File: config.mk
export PLATFORM = sky130hd
export DESIGN_NAME = spi_reg_bridge
export DESIGN_NICKNAME = d
export VERILOG_FILES = /design/src/rtl/spi_reg_bridge.sv
export SDC_FILE = /design/constraint.sdc
export NUM_CORES = 1
export LEC_CHECK = 0
export ABC_AREA = 1
export CAP_MARGIN = 10
export CORE_UTILIZATION = 49
export CTS_CLUSTER_SIZE = 12
export DETAILED_ROUTE_END_ITERATION = 7
export GPL_TIMING_DRIVEN = 0
export PLACE_DENSITY = 0.8
export SLEW_MARGIN = 30
export SYNTH_ARGS = -nofsm -noshare
export SYNTH_HDL_FRONTEND = slang
export SYNTH_SLANG_ARGS = --single-unit
File: constraint.sdc
create_clock -name clk_in -period 1.9 [get_ports clk_in]
set_clock_uncertainty 0.15 [all_clocks]
set_input_delay 0.285 -clock clk_in [delete_from_list [all_inputs] [get_ports clk_in]]
set_output_delay 0.285 -clock clk_in [all_outputs]
set_load 0.005 [all_outputs]
File: src/rtl/spi_reg_bridge.sv
// spi_reg_bridge
//   SPI mode-0 slave that turns each host frame (8-bit command, then a
//   DATA_W-bit word, MSB first) into one register-file write strobe, or one
//   register read whose result is shifted back out on MISO.
//
//   Command byte: bit 7 = RW (1 = read), bits 6:0 = register address.
//
// Ports
//   clk_in        system clock, rising edge
//   reset         synchronous, active low
//   spi_sclk      host SPI clock (asynchronous to clk_in, <= clk_in/8)
//   spi_cs_n      host chip select, active low
//   spi_mosi      host -> bridge data
//   spi_miso      bridge -> host data (always driven, 0 when idle)
//   write_enable  one-cycle write strobe
//   w_addr/w_data write address/data, held until the next write
//   r_addr        read address, held between reads
//   r_data_i      read data, valid one clk_in after r_addr
//   frame_abort   one-cycle pulse when a frame is discarded
//
// Build option
//   REG_WR_PROTECT_EN : writes to addresses >= RO_BASE are suppressed and
//                       reported through frame_abort instead.
`timescale 1ns/1ps

module spi_reg_bridge #(
  parameter int unsigned ADDR_W      = 8,
  parameter int unsigned DATA_W      = 16,
  parameter int unsigned SYNC_STAGES = 2,
  parameter int unsigned RO_BASE     = 14
) (
  input  logic              clk_in,
  input  logic              reset,
  input  logic              spi_sclk,
  input  logic              spi_cs_n,
  input  logic              spi_mosi,
  output logic              spi_miso,
  output logic              write_enable,
  output logic [ADDR_W-1:0] w_addr,
  output logic [DATA_W-1:0] w_data,
  output logic [ADDR_W-1:0] r_addr,
  input  logic [DATA_W-1:0] r_data_i,
  output logic              frame_abort
);

`ifdef REG_WR_PROTECT_EN
  localparam bit WrProtect = 1'b1;
`else
  localparam bit WrProtect = 1'b0;
`endif

  localparam int unsigned CW = $clog2(DATA_W + 1);

  typedef enum logic [2:0] {
    S_IDLE,
    S_CMD,
    S_RD_REQ,
    S_RD_CAP,
    S_DATA,
    S_DONE
  } state_t;

  state_t                 state_q;
  logic [SYNC_STAGES-1:0] sclk_sync_q;
  logic [SYNC_STAGES-1:0] cs_sync_q;
  logic [SYNC_STAGES-1:0] mosi_sync_q;
  logic                   sclk_prev_q;
  logic                   armed_q;      // CS_N seen high since reset / last frame
  logic [CW-1:0]          bit_cnt_q;
  logic [7:0]             cmd_q;
  logic [DATA_W-1:0]      rx_q;
  logic [DATA_W-1:0]      tx_q;
  logic                   data_rise_q;  // first data-phase rise already seen
  logic                   wr_pend_q;

  logic              sclk_s;
  logic              cs_s;
  logic              mosi_s;
  logic              sclk_rise;
  logic              sclk_fall;
  logic              in_frame;
  logic [ADDR_W-1:0] rd_addr_next;
  logic [ADDR_W-1:0] frame_addr;
  logic              wr_blocked;

  always_comb begin
    sclk_s       = sclk_sync_q[SYNC_STAGES-1];
    cs_s         = cs_sync_q[SYNC_STAGES-1];
    mosi_s       = mosi_sync_q[SYNC_STAGES-1];
    sclk_rise    = sclk_s & ~sclk_prev_q;
    sclk_fall    = ~sclk_s & sclk_prev_q;
    in_frame     = (state_q == S_CMD) || (state_q == S_RD_REQ) ||
                   (state_q == S_RD_CAP) || (state_q == S_DATA);
    // Address as it will stand once the 8th command bit is shifted in.
    rd_addr_next      = '0;
    rd_addr_next[6:0] = {cmd_q[5:0], mosi_s};
    frame_addr        = '0;
    frame_addr[6:0]   = cmd_q[6:0];
    wr_blocked        = WrProtect && (frame_addr >= ADDR_W'(RO_BASE));
  end

  // MISO is the tx MSB; tx stays zero outside the data phase of a read.
  assign spi_miso = tx_q[DATA_W-1];

  always_ff @(posedge clk_in) begin
    if (!reset) begin
      state_q      <= S_IDLE;
      sclk_sync_q  <= '0;
      // Reset to "selected" so a CS_N held low across reset release is not
      // mistaken for the start of a fresh frame.
      cs_sync_q    <= '0;
      mosi_sync_q  <= '0;
      sclk_prev_q  <= 1'b0;
      armed_q      <= 1'b0;
      bit_cnt_q    <= '0;
      cmd_q        <= '0;
      rx_q         <= '0;
      tx_q         <= '0;
      data_rise_q  <= 1'b0;
      wr_pend_q    <= 1'b0;
      write_enable <= 1'b0;
      w_addr       <= '0;
      w_data       <= '0;
      r_addr       <= '0;
      frame_abort  <= 1'b0;
    end else begin
      sclk_sync_q  <= {sclk_sync_q[SYNC_STAGES-2:0], spi_sclk};
      cs_sync_q    <= {cs_sync_q[SYNC_STAGES-2:0], spi_cs_n};
      mosi_sync_q  <= {mosi_sync_q[SYNC_STAGES-2:0], spi_mosi};
      sclk_prev_q  <= sclk_s;
      write_enable <= 1'b0;
      frame_abort  <= 1'b0;

      if (in_frame && cs_s) begin
        // Deselect before completion: drop the frame. Takes priority over
        // any SCLK edge seen in the same cycle.
        state_q     <= S_IDLE;
        frame_abort <= 1'b1;
        tx_q        <= '0;
        armed_q     <= 1'b1;
      end else begin
        case (state_q)
          S_IDLE: begin
            if (cs_s) begin
              armed_q <= 1'b1;
            end else if (armed_q) begin
              state_q     <= S_CMD;
              armed_q     <= 1'b0;
              bit_cnt_q   <= '0;
              cmd_q       <= '0;
              rx_q        <= '0;
              tx_q        <= '0;
              data_rise_q <= 1'b0;
              wr_pend_q   <= 1'b0;
            end
          end

          S_CMD: begin
            if (sclk_rise) begin
              cmd_q <= {cmd_q[6:0], mosi_s};
              if (bit_cnt_q == CW'(7)) begin
                bit_cnt_q <= '0;
                if (cmd_q[6]) begin
                  state_q <= S_RD_REQ;
                  r_addr  <= rd_addr_next;
                end else begin
                  state_q <= S_DATA;
                end
              end else begin
                bit_cnt_q <= bit_cnt_q + CW'(1);
              end
            end
          end

          S_RD_REQ: state_q <= S_RD_CAP;

          S_RD_CAP: begin
            tx_q    <= r_data_i;
            state_q <= S_DATA;
          end

          S_DATA: begin
            if (sclk_rise) begin
              rx_q        <= {rx_q[DATA_W-2:0], mosi_s};
              data_rise_q <= 1'b1;
              bit_cnt_q   <= bit_cnt_q + CW'(1);
              if (bit_cnt_q == CW'(DATA_W - 1)) begin
                state_q   <= S_DONE;
                wr_pend_q <= 1'b1;
                tx_q      <= '0;
              end
            end else if (sclk_fall && data_rise_q) begin
              tx_q <= tx_q << 1;
            end
          end

          S_DONE: begin
            if (wr_pend_q) begin
              wr_pend_q <= 1'b0;
              if (!cmd_q[7]) begin
                if (wr_blocked) begin
                  frame_abort <= 1'b1;
                end else begin
                  write_enable <= 1'b1;
                  w_addr       <= frame_addr;
                  w_data       <= rx_q;
                end
              end
            end
            if (cs_s) begin
              state_q <= S_IDLE;
              armed_q <= 1'b1;
            end
          end

          default: state_q <= S_IDLE;
        endcase
      end
    end
  end

endmodule
=== Word-level counts from Yosys, hierarchy flattened ===
Index checks and enable logic that the tools add are counted.

* Register bits: 90
* Word-level logic and storage cells: 107

* $add $sub $neg: 1
* Equal/unequal tests: 17
* Muxes and demuxes: 40
* Bitwise operators: 9
* Reduce and logical (&&, ||, !) cells: 23

{| class="wikitable"
|+ Operators by type and width
! kind !! count
|-
| 2-to-1 mux 16 bit || 6
|-
| case mux 16 bit (3 select lines) || 1
|-
| case mux 16 bit (2 select lines) || 1
|-
| 2-to-1 mux 5 bit || 5
|-
| 2-to-1 mux 3 bit || 8
|-
| 2-to-1 mux 8 bit || 3
|-
| AND reduction 5 bit || 4
|-
| case mux 3 bit (6 select lines) || 1
|-
| case mux 8 bit (2 select lines) || 1
|-
| case mux 5 bit (3 select lines) || 1
|-
| AND reduction 6 bit || 2
|-
| nonzero test 3 bit || 4
|-
| 2-to-1 mux 1 bit || 10
|-
| inequality test 2 bit, second input constant || 5
|-
| inverter 1 bit || 7
|-
| AND reduction 7 bit || 1
|-
| == test 3 x 2 -> 1 bit, second input constant || 2
|-
| == test 3 bit, second input constant || 2
|-
| inequality test 3 x 2 -> 1 bit, second input constant || 2
|-
| adder 5 x 1 -> 5 bit, second input constant || 1
|-
| == test 5 x 3 -> 1 bit, second input constant || 1
|-
| == test 5 x 4 -> 1 bit, second input constant || 1
|-
| inequality test 2 x 1 -> 1 bit, second input constant || 2
|-
| case mux 1 bit (2 select lines) || 2
|-
| 12 further kinds || 17
|}

=== Depth between registers and ports, before layout ===
Gate-level depths: netlist of run 1.

* Word-level depth: 7
* Gate-level depth with buffers: 13
* Depth with buffers taken out: 12

=== Worst setup path after synthesis of run 1 ===
OpenSTA, ideal clock, no wires.

* Path kind: register -> register
* From: reg bit_cnt_q[0]
* To: reg tx_q[10]
* Setup time: 0.113 ns
* Arrival: 1.600 ns
* Required time: 1.637 ns
* Slack: 0.038 ns
* Stages on the path, launching flop included: 14
* Buffers on the path: 1
* Period minus slack after synthesis: 1.862 ns
* Cells stage by stage: dfxtp_1 -> ha_1 -> nand2_1 -> nor2_1 -> ha_1 -> inv_1 -> nand3_1 -> nor2_1 -> nor2_4 -> nand2_1 -> inv_2 -> buf_6 -> nor2_1 -> nor2_1

* Longest elaborated chain between the ends: 3

{| class="wikitable"
|+ RTL lines
! what !! RTL line !! RTL
|-
| from (decl) || 69 || <nowiki>logic [CW-1:0] bit_cnt_q;</nowiki>
|-
| from (signal assigned) || 170 || <nowiki>bit_cnt_q <= bit_cnt_q + CW'(1);</nowiki>
|-
| from (signal assigned) || 186 || <nowiki>bit_cnt_q <= bit_cnt_q + CW'(1);</nowiki>
|-
| == test 5 x 4 -> 1 bit || 187 || <nowiki>if (bit_cnt_q == CW'(DATA_W - 1)) begin</nowiki>
|-
| inequality test 3 x 2 -> 1 bit (no line) || -- ||
|-
| AND reduction 5 bit (no line) || -- ||
|-
| to (signal assigned) || 178 || <nowiki>tx_q <= r_data_i;</nowiki>
|-
| to (signal assigned) || 193 || <nowiki>tx_q <= tx_q << 1;</nowiki>
|-
| to (decl) || 72 || <nowiki>logic [DATA_W-1:0] tx_q;</nowiki>
|}

Every way passes these cells.
A chain may end at the register's enable or synchronous reset.

=== Final worst setup path of run 1 ===
* From: reg bit_cnt_q[1]
* To: reg tx_q[12]

The elaborated chain is that of the path after synthesis.

==> results of run 1 <==
## worst register-to-register path: stages (launching register included)
cell and delay (ns):
dfxtp_2 0.36, ha_4 0.14, nand2_2 0.06, nor2_2 0.12, ha_2 0.18, inv_2 0.04, nand3_4 0.07, nor2_4 0.04
nor2_4 0.15, nand2_2 0.10, inv_4 0.09, buf_4 0.14, nor2_1 0.04, nor2_1 0.10
## kinds of logic after synthesis
logic type,after synthesis,share of synthesized area
and+or+nand+nor,329,0.341
DFF,90,0.451
AOI/OAI and AO/OA,83,0.107
buffers and inverters,83,0.0920
adders and majority gates,2,0.00626
xor gates and xnor gates,1,0.00219
other,1,0.000938
## layout by cell type, fill, tap and decap left out, types with 3 or more instances in the layout
cell	synthesis	layout
clkbuf_1	9	8
nand2_2	3	8
nor2_1	133	122
nand3_1	34	33
o21ai_0	26	26
nand2_1	145	139
buf_2	9	6
inv_1	49	48
clkbuf_8	0	9
nor2_2	1	8
clkdlybuf4s50_1	0	53
buf_6	2	5
a21oi_1	56	56
buf_4	8	15
inv_2	5	4
nor2_4	4	8
nor3_1	3	3
dfxtp_1	90	88
## worst max-delay path by stage
stage	from	cells past startpoint	to
6_report	bit_cnt_q[1]	13	tx_q[12]
4_1_cts	bit_cnt_q[1]	13	tx_q[13]
3_5_place_dp	bit_cnt_q[0]	13	tx_q[6]
3_3_place_gp	bit_cnt_q[0]	13	tx_q[7]
2_1_floorplan	bit_cnt_q[0]	13	tx_q[10]
5_1_grt	bit_cnt_q[1]	13	tx_q[6]
## flip-flops by register name, indices dropped and copies added, names as in the netlist
| name | flops |
|---|---|
| sclk_sync_q | 2 |
| sclk_prev_q | 1 |
| bit_cnt_q | 5 |
| frame_abort | 1 |
| wr_pend_q | 1 |
| mosi_sync_q | 2 |
| cmd_q | 8 |
| rx_q | 16 |
| w_data | 16 |
| w_addr | 7 |
| cs_sync_q | 2 |
| write_enable | 1 |
| armed_q | 1 |
| data_rise_q | 1 |
| state_q | 3 |
| r_addr | 7 |
| tx_q | 16 |
## final cells by class
| cell class | instances | area share |
|---|---|---|
| Multi-Input combinational cell | 417 | 0.383 |
| Sequential cell | 90 | 0.357 |
| Timing Repair Buffer | 62 | 0.119 |
| Inverter | 54 | 0.0411 |
| Buffer | 29 | 0.0359 |
| Tap cell | 102 | 0.0253 |
| Clock buffer | 9 | 0.0245 |
| Clock inverter | 6 | 0.0134 |
## power breakdown
group          switching (mW)  total, mW  internal, mW
logic                    1.79       2.87          1.08
clock network           0.691       1.30         0.605
registers               0.200       2.38          2.18
total                    2.68       6.54          3.86
## repair_timing
item | CTS | global route
pin swaps | 2 | 15
endpoints found under the hold margin | 0 | 0
cloned | 0 | 1
setup endpoints to repair | 16 | 50
resized for setup | 7 | 36
setup buffers | 4 | 4
## per-stage QoR
step	TNS [ns]	hold WS [ns]	cells	cell area [µm²]
after floorplan	0	0.233	590	4000
after global placement	-6.10	0.243	745	4660
after detailed placement	-6.92	0.249	745	4660
after CTS	0	0.270	764	4900
after global routing	-0.287	0.301	769	5050
final	0	0.268	769	5050
## metal layers
layer / global-route usage / vias up / part of all wire
met5: 0 / - / 0
met3: 0.0452 / 11 / 0.051
li1: - / 1977 / -
met1: 0.287 / 1745 / 0.45
met4: 0.0911 / 0 / 0.014
met2: 0.373 / 114 / 0.48
==> qor.txt, run 1 <==
Tot Pwr: 6.54 mW
initial core utilization: 0.512
Pins Over Slew Limit: 0
Critical Path AT: 2.00 ns
fraction of post-synthesis cell area in the top cell type by area: 0.451
Die H: 92.3 µm
vias in the first global route: 3497
initial antenna violation count: 0
hold path depth: 2
max_cap viols: 0
CP required: 2.05 ns
Bufs and invs on worst path: 3
CTS root buf: clkbuf_8
synth top area cells: dfxtp_1 45%, nand2_1 14%, nor2_1 12%
Sink Count: 90
Worst Hold End: sclk_sync_q[1]
DRC viols: 0
status: completed
CP Class: reg2reg
Mapped Area: 4000 µm²
r2r startpoint: bit_cnt_q[1]
num rows: 32
Tcrit/Tclk final: 0.972
most numerous cell in the Yosys netlist: nand2_1
Cell Chain, Critical Path: ha_4 -> nand2_2 -> nor2_2 -> ha_2 -> inv_2 -> nand3_4 -> nor2_4 -> nor2_4 -> nand2_2 -> inv_4 -> buf_4 -> nor2_1 -> nor2_1
largest area contributor in the netlist: dfxtp_1
CTS tree: done
final antenna-violating net count: 0
Ant. Diodes: 0
Critical-path top delay cell: dfxtp_2
Post-Place Setup Slack: -0.242 ns
power density cells: 1300 nW/µm²
H-tree depth: 3
f_max: 542 MHz
leakage power: 2.06 nW
Worst Setup Start Kind: flip-flop
GP Congestion: 0.860
combined area of the multi-input logic cells: 1940 µm²
delay-heaviest family, CP: simple AND/OR/NAND/NOR gates
CTS Buf Count: 9
first-pass GRT wire length: 15.3 mm
I/O pin count: 56
Fill cells: 729
Final Hold Viols: 0
gr usage total: 0.226
Synth top cells by count: 145 x nand2_1, 133 x nor2_1, 90 x dfxtp_1, 56 x a21oi_1, 49 x inv_1
FF-to-FF End: tx_q[12]
DP Wirelength: 6.34 mm
clk_lat worst skew: 0.36 ns
flip-flop and latch area: 1800 µm²
Worst-Margin Slew: 0.533 ns
grt total ovfl: 0
area grow syn2layout: 26.3%
Vias: 3847
hold path start: sclk_sync_q[0]
YS warnings: 0
DRT Wirelength: 9.17 mm
Mapped Avg Cell Area: 6.79 µm²
Final #Nets: 686
Most used DFF post-synth: dfxtp_1
pin count of the biggest net entering global routing: 16
ys async rst share: 0
Seq/Total Area, Yosys: 0.451
distinct cell type count after synthesis: 25
TritonRoute pass-1 iters: 4
fin crit period: 1.85 ns
IO Port Bufs: 53
EDFF count, synth: 0
Die Span X: 92.3 µm
setup violators final: 0
CORE AREA: 7810 µm²
Setup crit end kind: flip-flop
Max clock buf depth: 2
Worst R2R Path Depth: 13
Hold Crit Class: reg2reg
Clock Pin Slew Worst Setup and Hold Paths: 0.09 ns
CTS Hold Buffers Added: 0
share of layout cells above drive strength 1: 0.127
wire per inst: 11.9 µm
largest vdd supply drop: 0.000789 V
crit-path max cell delay: 0.36 ns
#FFs+latches synth: 90
Cells after Synth: 589
initial drt markers: 187
Critical Path Fanout Max: 5
Die Area: 8520 µm²
Vias/cell: 5.00
setup slack after layout: 0.0534 ns
RSZ-0062 raised after global routing: yes
Final Core Density: 0.647
normalized max-slew margin: 0.645
R2R Setup Slk: 0.05 ns
Note: power is estimated with default switching activity, not from simulation.
==> run 2: changes to the inputs <==
--- a/config.mk
+++ b/config.mk
@@ -7,11 +7,14 @@
 export LEC_CHECK = 0
 export ABC_AREA = 1
 export CAP_MARGIN = 10
-export CORE_UTILIZATION = 49
+export CORE_MARGIN = 2
+export CORE_UTILIZATION = 51
+export CTS_BUF_LIST = sky130_fd_sc_hd__clkbuf_2 sky130_fd_sc_hd__clkbuf_4 sky130_fd_sc_hd__clkbuf_8
 export CTS_CLUSTER_SIZE = 12
 export DETAILED_ROUTE_END_ITERATION = 7
 export GPL_TIMING_DRIVEN = 0
-export PLACE_DENSITY = 0.8
+export PLACE_DENSITY = 0.82
+export REMOVE_ABC_BUFFERS = 1
 export SLEW_MARGIN = 30
 export SYNTH_ARGS = -nofsm -noshare
 export SYNTH_HDL_FRONTEND = slang
==> run 2 against run 1 <==
The flow now finishes with violations (setup timing). Clock power fell by 5%. Power is 2.4% lower. Via count shrank 1.0%. Critical path depth shrank 5. Routed wire length up 1.7%. Worst setup slack worse by 0.055 ns. Critical endpoint is now tx_q[6]. Largest power group unchanged.
==> qor.txt, run 2 (synthesis gave the netlist of run 1 again) <==
Max clock buf depth: 2
GP Congestion: 0.863
Vias: 3807
Clock Power Share: 0.195
vias in the first global route: 3461
final antenna-violating net count: 0
initial drt markers: 198
wire per inst: 12.5 µm
DRT Wirelength: 9.32 mm
delay-heaviest family, CP: simple AND/OR/NAND/NOR gates
gr usage total: 0.221
Tcrit/Tclk final: 1.00
Critical Path Fanout Max: 16
H-tree depth: 3
Comb pwr share: 0.422
Setup crit end kind: flip-flop
setup slack after layout: -0.00197 ns
Final Hold Viols: 0
Bufs and invs on worst path: 1
CTS Buf Count: 9
area grow syn2layout: 24.1%
violated checks: setup timing
pin count of the biggest net entering global routing: 35
Top Registers: rx_q (16), tx_q (16), w_data (16)
first-pass GRT wire length: 15.4 mm
IO Port Bufs: 53
Tot Pwr: 6.38 mW
DP Wirelength: 5.53 mm
Critical Path AT: 2.02 ns
Die H: 92.5 µm
CTS root buf: clkbuf_8
Worst Setup Start Kind: flip-flop
Die Area: 8560 µm²
CP Class: reg2reg
Hold Crit Class: in2reg
setup violators final: 1
fin crit period: 1.90 ns
power density cells: 1290 nW/µm²
Net Sw Frac: 0.414
Cell Chain, Critical Path: nor2_8 -> nand2_2 -> a21oi_4 -> nor2_4 -> nand2_4 -> clkinvlp_4 -> nor2_1 -> nor2_1
max_cap viols: 0
normalized max-slew margin: 0.515
Die Span X: 92.5 µm
CTS Hold Buffers Added: 0
Pins Over Slew Limit: 0
Int Power: 3.74 mW
f_max: 526 MHz
Critical-path top delay cell: dfxtp_2
Vias/cell: 5.10
CP required: 2.01 ns
clk_lat worst skew: 0.36 ns
initial core utilization: 0.523
largest vdd supply drop: 0.000844 V
RSZ-0062 raised after global routing: yes
most frequent cells in the layout: 139 x nand2_1, 128 x nor2_1, 85 x dfxtp_1
NetSw: 2.64 mW
grt total ovfl: 0
setup TNS: -0.00197 ns
commonest non-fill, non-tap cell in the layout: nand2_1
worst hold-check slack: 0.180 ns
CTS tree: done
Final #Nets: 665
share of layout cells above drive strength 1: 0.112
Ant. Diodes: 0
initial antenna violation count: 0
crit-path max cell delay: 0.39 ns
part of the power in registers: 0.383
Final Core Density: 0.649
status: finished, violations left
TritonRoute pass-1 iters: 5
leakage power: 2.00 nW
DRC viols: 0
num rows: 32
CORE AREA: 7650 µm²
Worst-Margin Slew: 0.726 ns
I/O pin count: 56
Clock Pin Slew Worst Setup and Hold Paths: 0.09 ns
Most common cell on crit path: nor2_1
Sink Count: 90
[run 2: cell types whose count changed in the layout (fill, tap and decap cells not counted), sizes merged]
cell | before | now
clkbuf | 20 | 11
clkinv | 2 | 3
clkinvlp | 2 | 5
clkdlybuf4s50 | 53 | 52
buf | 27 | 13
inv | 55 | 53
[run 2: area by class of cell]
class	instances	area, µm²
clock buffers	10	131
clock inverters	4	45.0
flip-flops and latches	90	1810
inverters	54	214
repair buffers	66	668
repair inverters	4	27.5
multi-input cells	417	1940
well taps	102	128
fillers	661	2690
[run 2: power by group through the flow]
stage / clock (mW) / combinational (mW) / sequential, mW
floorplan: 0 / 1.72 / 2.40
global placement: 0 / 2.14 / 2.44
detailed placement: 0 / 2.25 / 2.45
CTS: 1.25 / 2.55 / 2.43
global route: 1.35 / 2.98 / 2.48
finish: 1.24 / 2.70 / 2.44
[run 2: final timing paths]
check,end,cells past startpoint,startpoint,slack [ns]
max,tx_q[6],8,state_q[1],-0.002
min,r_addr[4],3,reset,0.18
max reg2reg,tx_q[6],8,state_q[1],-0.002
min reg2reg,mosi_sync_q[1],2,mosi_sync_q[0],0.27
[run 2: worst register-to-register path: stages, from the launching register on]
cell	delay [ns]
dfxtp_2	0.39
nor2_8	0.23
nand2_2	0.12
a21oi_4	0.25
nor2_4	0.16
nand2_4	0.14
clkinvlp_4	0.18
nor2_1	0.14
nor2_1	0.05
[run 2: what timing repair did]
item | in CTS | in global routing
pin swaps | 5 | 17
buffers inserted | 7 | 4
gates cloned | 4 | 1
setup endpoints to repair | 78 | 61
resized for setup | 29 | 12
[run 2: per-stage QoR]
step / area, µm² / setup slack, ns / instances
detailed placement: 4520 / -0.537 / 717
global placement: 4490 / -1.16 / 716
CTS: 4890 / 0.0208 / 742
finish: 4960 / -0.00197 / 747
floorplan: 3840 / -0.0457 / 561
global route: 4960 / -0.127 / 747
[run 2: metal layers]
| metal | vias up | track usage | wire (µm) |
|---|---|---|---|
| met1 | 1731 | 0.261 | 3970 |
| met2 | 126 | 0.403 | 4710 |
| met4 | 0 | 0.0697 | 149 |
| met3 | 17 | 0.0431 | 494 |
| li1 | 1933 | - | - |
| met5 | - | 0 | 0 |
==> run 3: changes to the inputs <==
--- a/config.mk
+++ b/config.mk
@@ -13,8 +13,9 @@
 export CTS_CLUSTER_SIZE = 12
 export DETAILED_ROUTE_END_ITERATION = 7
 export GPL_TIMING_DRIVEN = 0
-export PLACE_DENSITY = 0.82
+export PLACE_DENSITY = 0.78
 export REMOVE_ABC_BUFFERS = 1
+export SKIP_CTS_REPAIR_TIMING = 1
 export SLEW_MARGIN = 30
 export SYNTH_ARGS = -nofsm -noshare
 export SYNTH_HDL_FRONTEND = slang
==> run 3 against run 2 <==
Non-clock buffer count grew 5. Combinational power is essentially flat. Worst setup slack lost 0.0020 ns. Register-to-register slack is essentially flat. Clock-buffer cell count is the same. Largest power group unchanged. Routed wire length shrank 5.7%. Global-route usage shrank 2.1 points. The flow still finishes with violations (setup timing). Power shrank 1.1%.
==> qor.txt, run 3 (synthesis gave the netlist of run 1 again) <==
status: finished, violations left
violated checks: setup timing
cell count along the critical path: 13
Cell Chain, Critical Path: ha_4 -> nand2_4 -> nor2_4 -> ha_4 -> inv_2 -> nand3_2 -> nor2_4 -> nor2_4 -> buf_6 -> buf_4 -> nand3_1 -> nand2_1 -> nor2_1
Ant. Diodes: 0
grt total ovfl: 0
Sink Count: 90
TritonRoute pass-1 iters: 5
Die Area: 8560 µm²
most frequent cells in the layout: 139 x nand2_1, 128 x nor2_1, 85 x dfxtp_1
GR peak layer: met2
Vias: 3755
first-pass GRT wire length: 14.0 mm
share of layout cells above drive strength 1: 0.116
IO Port Bufs: 53
grt met1 use: 0.247
DRT Wirelength: 8.79 mm
Worst R2R Path Depth: 13
Vias/cell: 5.01
fin crit period: 1.90 ns
Tcrit/Tclk final: 1.00
initial core utilization: 0.523
Worst-Margin Slew: 0.661 ns
f_max: 525 MHz
CP required: 2.00 ns
H-tree depth: 3
setup slack after layout: -0.00399 ns
final antenna-violating net count: 0
largest vdd supply drop: 0.000896 V
Critical Path AT: 2.01 ns
CTS root buf: clkbuf_8
initial antenna violation count: 0
CP Class: reg2reg
Max clock buf depth: 2
Pins Over Slew Limit: 0
RSZ-0062 raised after global routing: yes
Setup crit end kind: flip-flop
Bufs and invs on worst path: 3
initial drt markers: 189
met2 track utilization from global routing: 0.345
Final #Nets: 667
Top Registers: rx_q (16), tx_q (16), w_data (16)
Tot Pwr: 6.31 mW
CORE AREA: 7650 µm²
Critical Path Fanout Max: 7
Global Route met3 Usage: 0.0399
CTS Buf Count: 9
Clock Pin Slew Worst Setup and Hold Paths: 0.08 ns
Critical-path top delay cell: dfxtp_4
Die Span X: 92.5 µm
area grow syn2layout: 23.9%
delay-heaviest family, CP: simple AND/OR/NAND/NOR gates
Most common cell on crit path: nor2_4
hold path depth: 3
power density cells: 1270 nW/µm²
DP Wirelength: 5.58 mm
Worst Setup Start Kind: flip-flop
crit-path max cell delay: 0.38 ns
I/O pin count: 56
setup TNS: -0.00399 ns
CTS tree: done
final std cells w/o fill: 750
gr usage total: 0.200
Die H: 92.5 µm
GP Congestion: 0.887
vias in the first global route: 3255
leakage power: 2.01 nW
DRC viols: 0
setup violators final: 1
Hold Crit Class: in2reg
pin count of the biggest net entering global routing: 40
Final Hold Viols: 0
commonest non-fill, non-tap cell in the layout: nand2_1
Cells after DPL: 717
clk_lat worst skew: 0.36 ns
wire per inst: 11.7 µm
num rows: 32
max_cap viols: 0
Post-Place Setup Slack: -0.582 ns
normalized max-slew margin: 0.559
==> run 3: layout make-up <==
cell class	instances	area, µm²
well taps	102	128
clock inverters	5	32.5
repair inverters	1	5.00
fillers	659	2690
multi-input cells	417	1940
clock buffers	10	131
flip-flops and latches	90	1820
inverters	54	220
repair buffers	71	681
==> run 3: metal layers <==
layer  share of wire  vias up
met2            0.50      119
li1                -     1936
met1            0.43     1680
met4           0.020        0
met5               0        -
met3           0.049       20
==> run 3: worst register-to-register path, cell delays in order, from the launching register on <==
cell,delay (ns)
dfxtp_4,0.38
ha_4,0.15
nand2_4,0.06
nor2_4,0.13
ha_4,0.13
inv_2,0.03
nand3_2,0.09
nor2_4,0.04
nor2_4,0.21
buf_6,0.15
buf_4,0.11
nand3_1,0.07
nand2_1,0.07
nor2_1,0.04
==> run 3: stage by stage <==
stage          hold slack [ns]  utilization  cell area, µm²
2_1_floorplan            0.228            -            3840
3_3_place_gp             0.245        0.588            4490
3_5_place_dp             0.253        0.590            4510
4_1_cts                 0.0977        0.611            4680
5_1_grt                  0.118        0.648            4950
6_report                 0.109        0.648            4950
==> run 3: report_power, final <==
group	leakage [nW]	total [mW]	internal, mW	switching [mW]
Sequential	0.734	2.44	2.19	0.250
Combinational	1.19	2.73	1.01	1.72
Clock	0.0893	1.13	0.480	0.650
==> run 3: path summary, 6_finish.rpt <==
path / from / to / slack, ns
worst max register to register: bit_cnt_q[1] / tx_q[11] / -0.004
worst min-delay path: reset / sclk_sync_q[1] / 0.11
worst min register to register: cs_sync_q[0] / cs_sync_q[1] / 0.27
worst max-delay path: bit_cnt_q[1] / tx_q[11] / -0.004
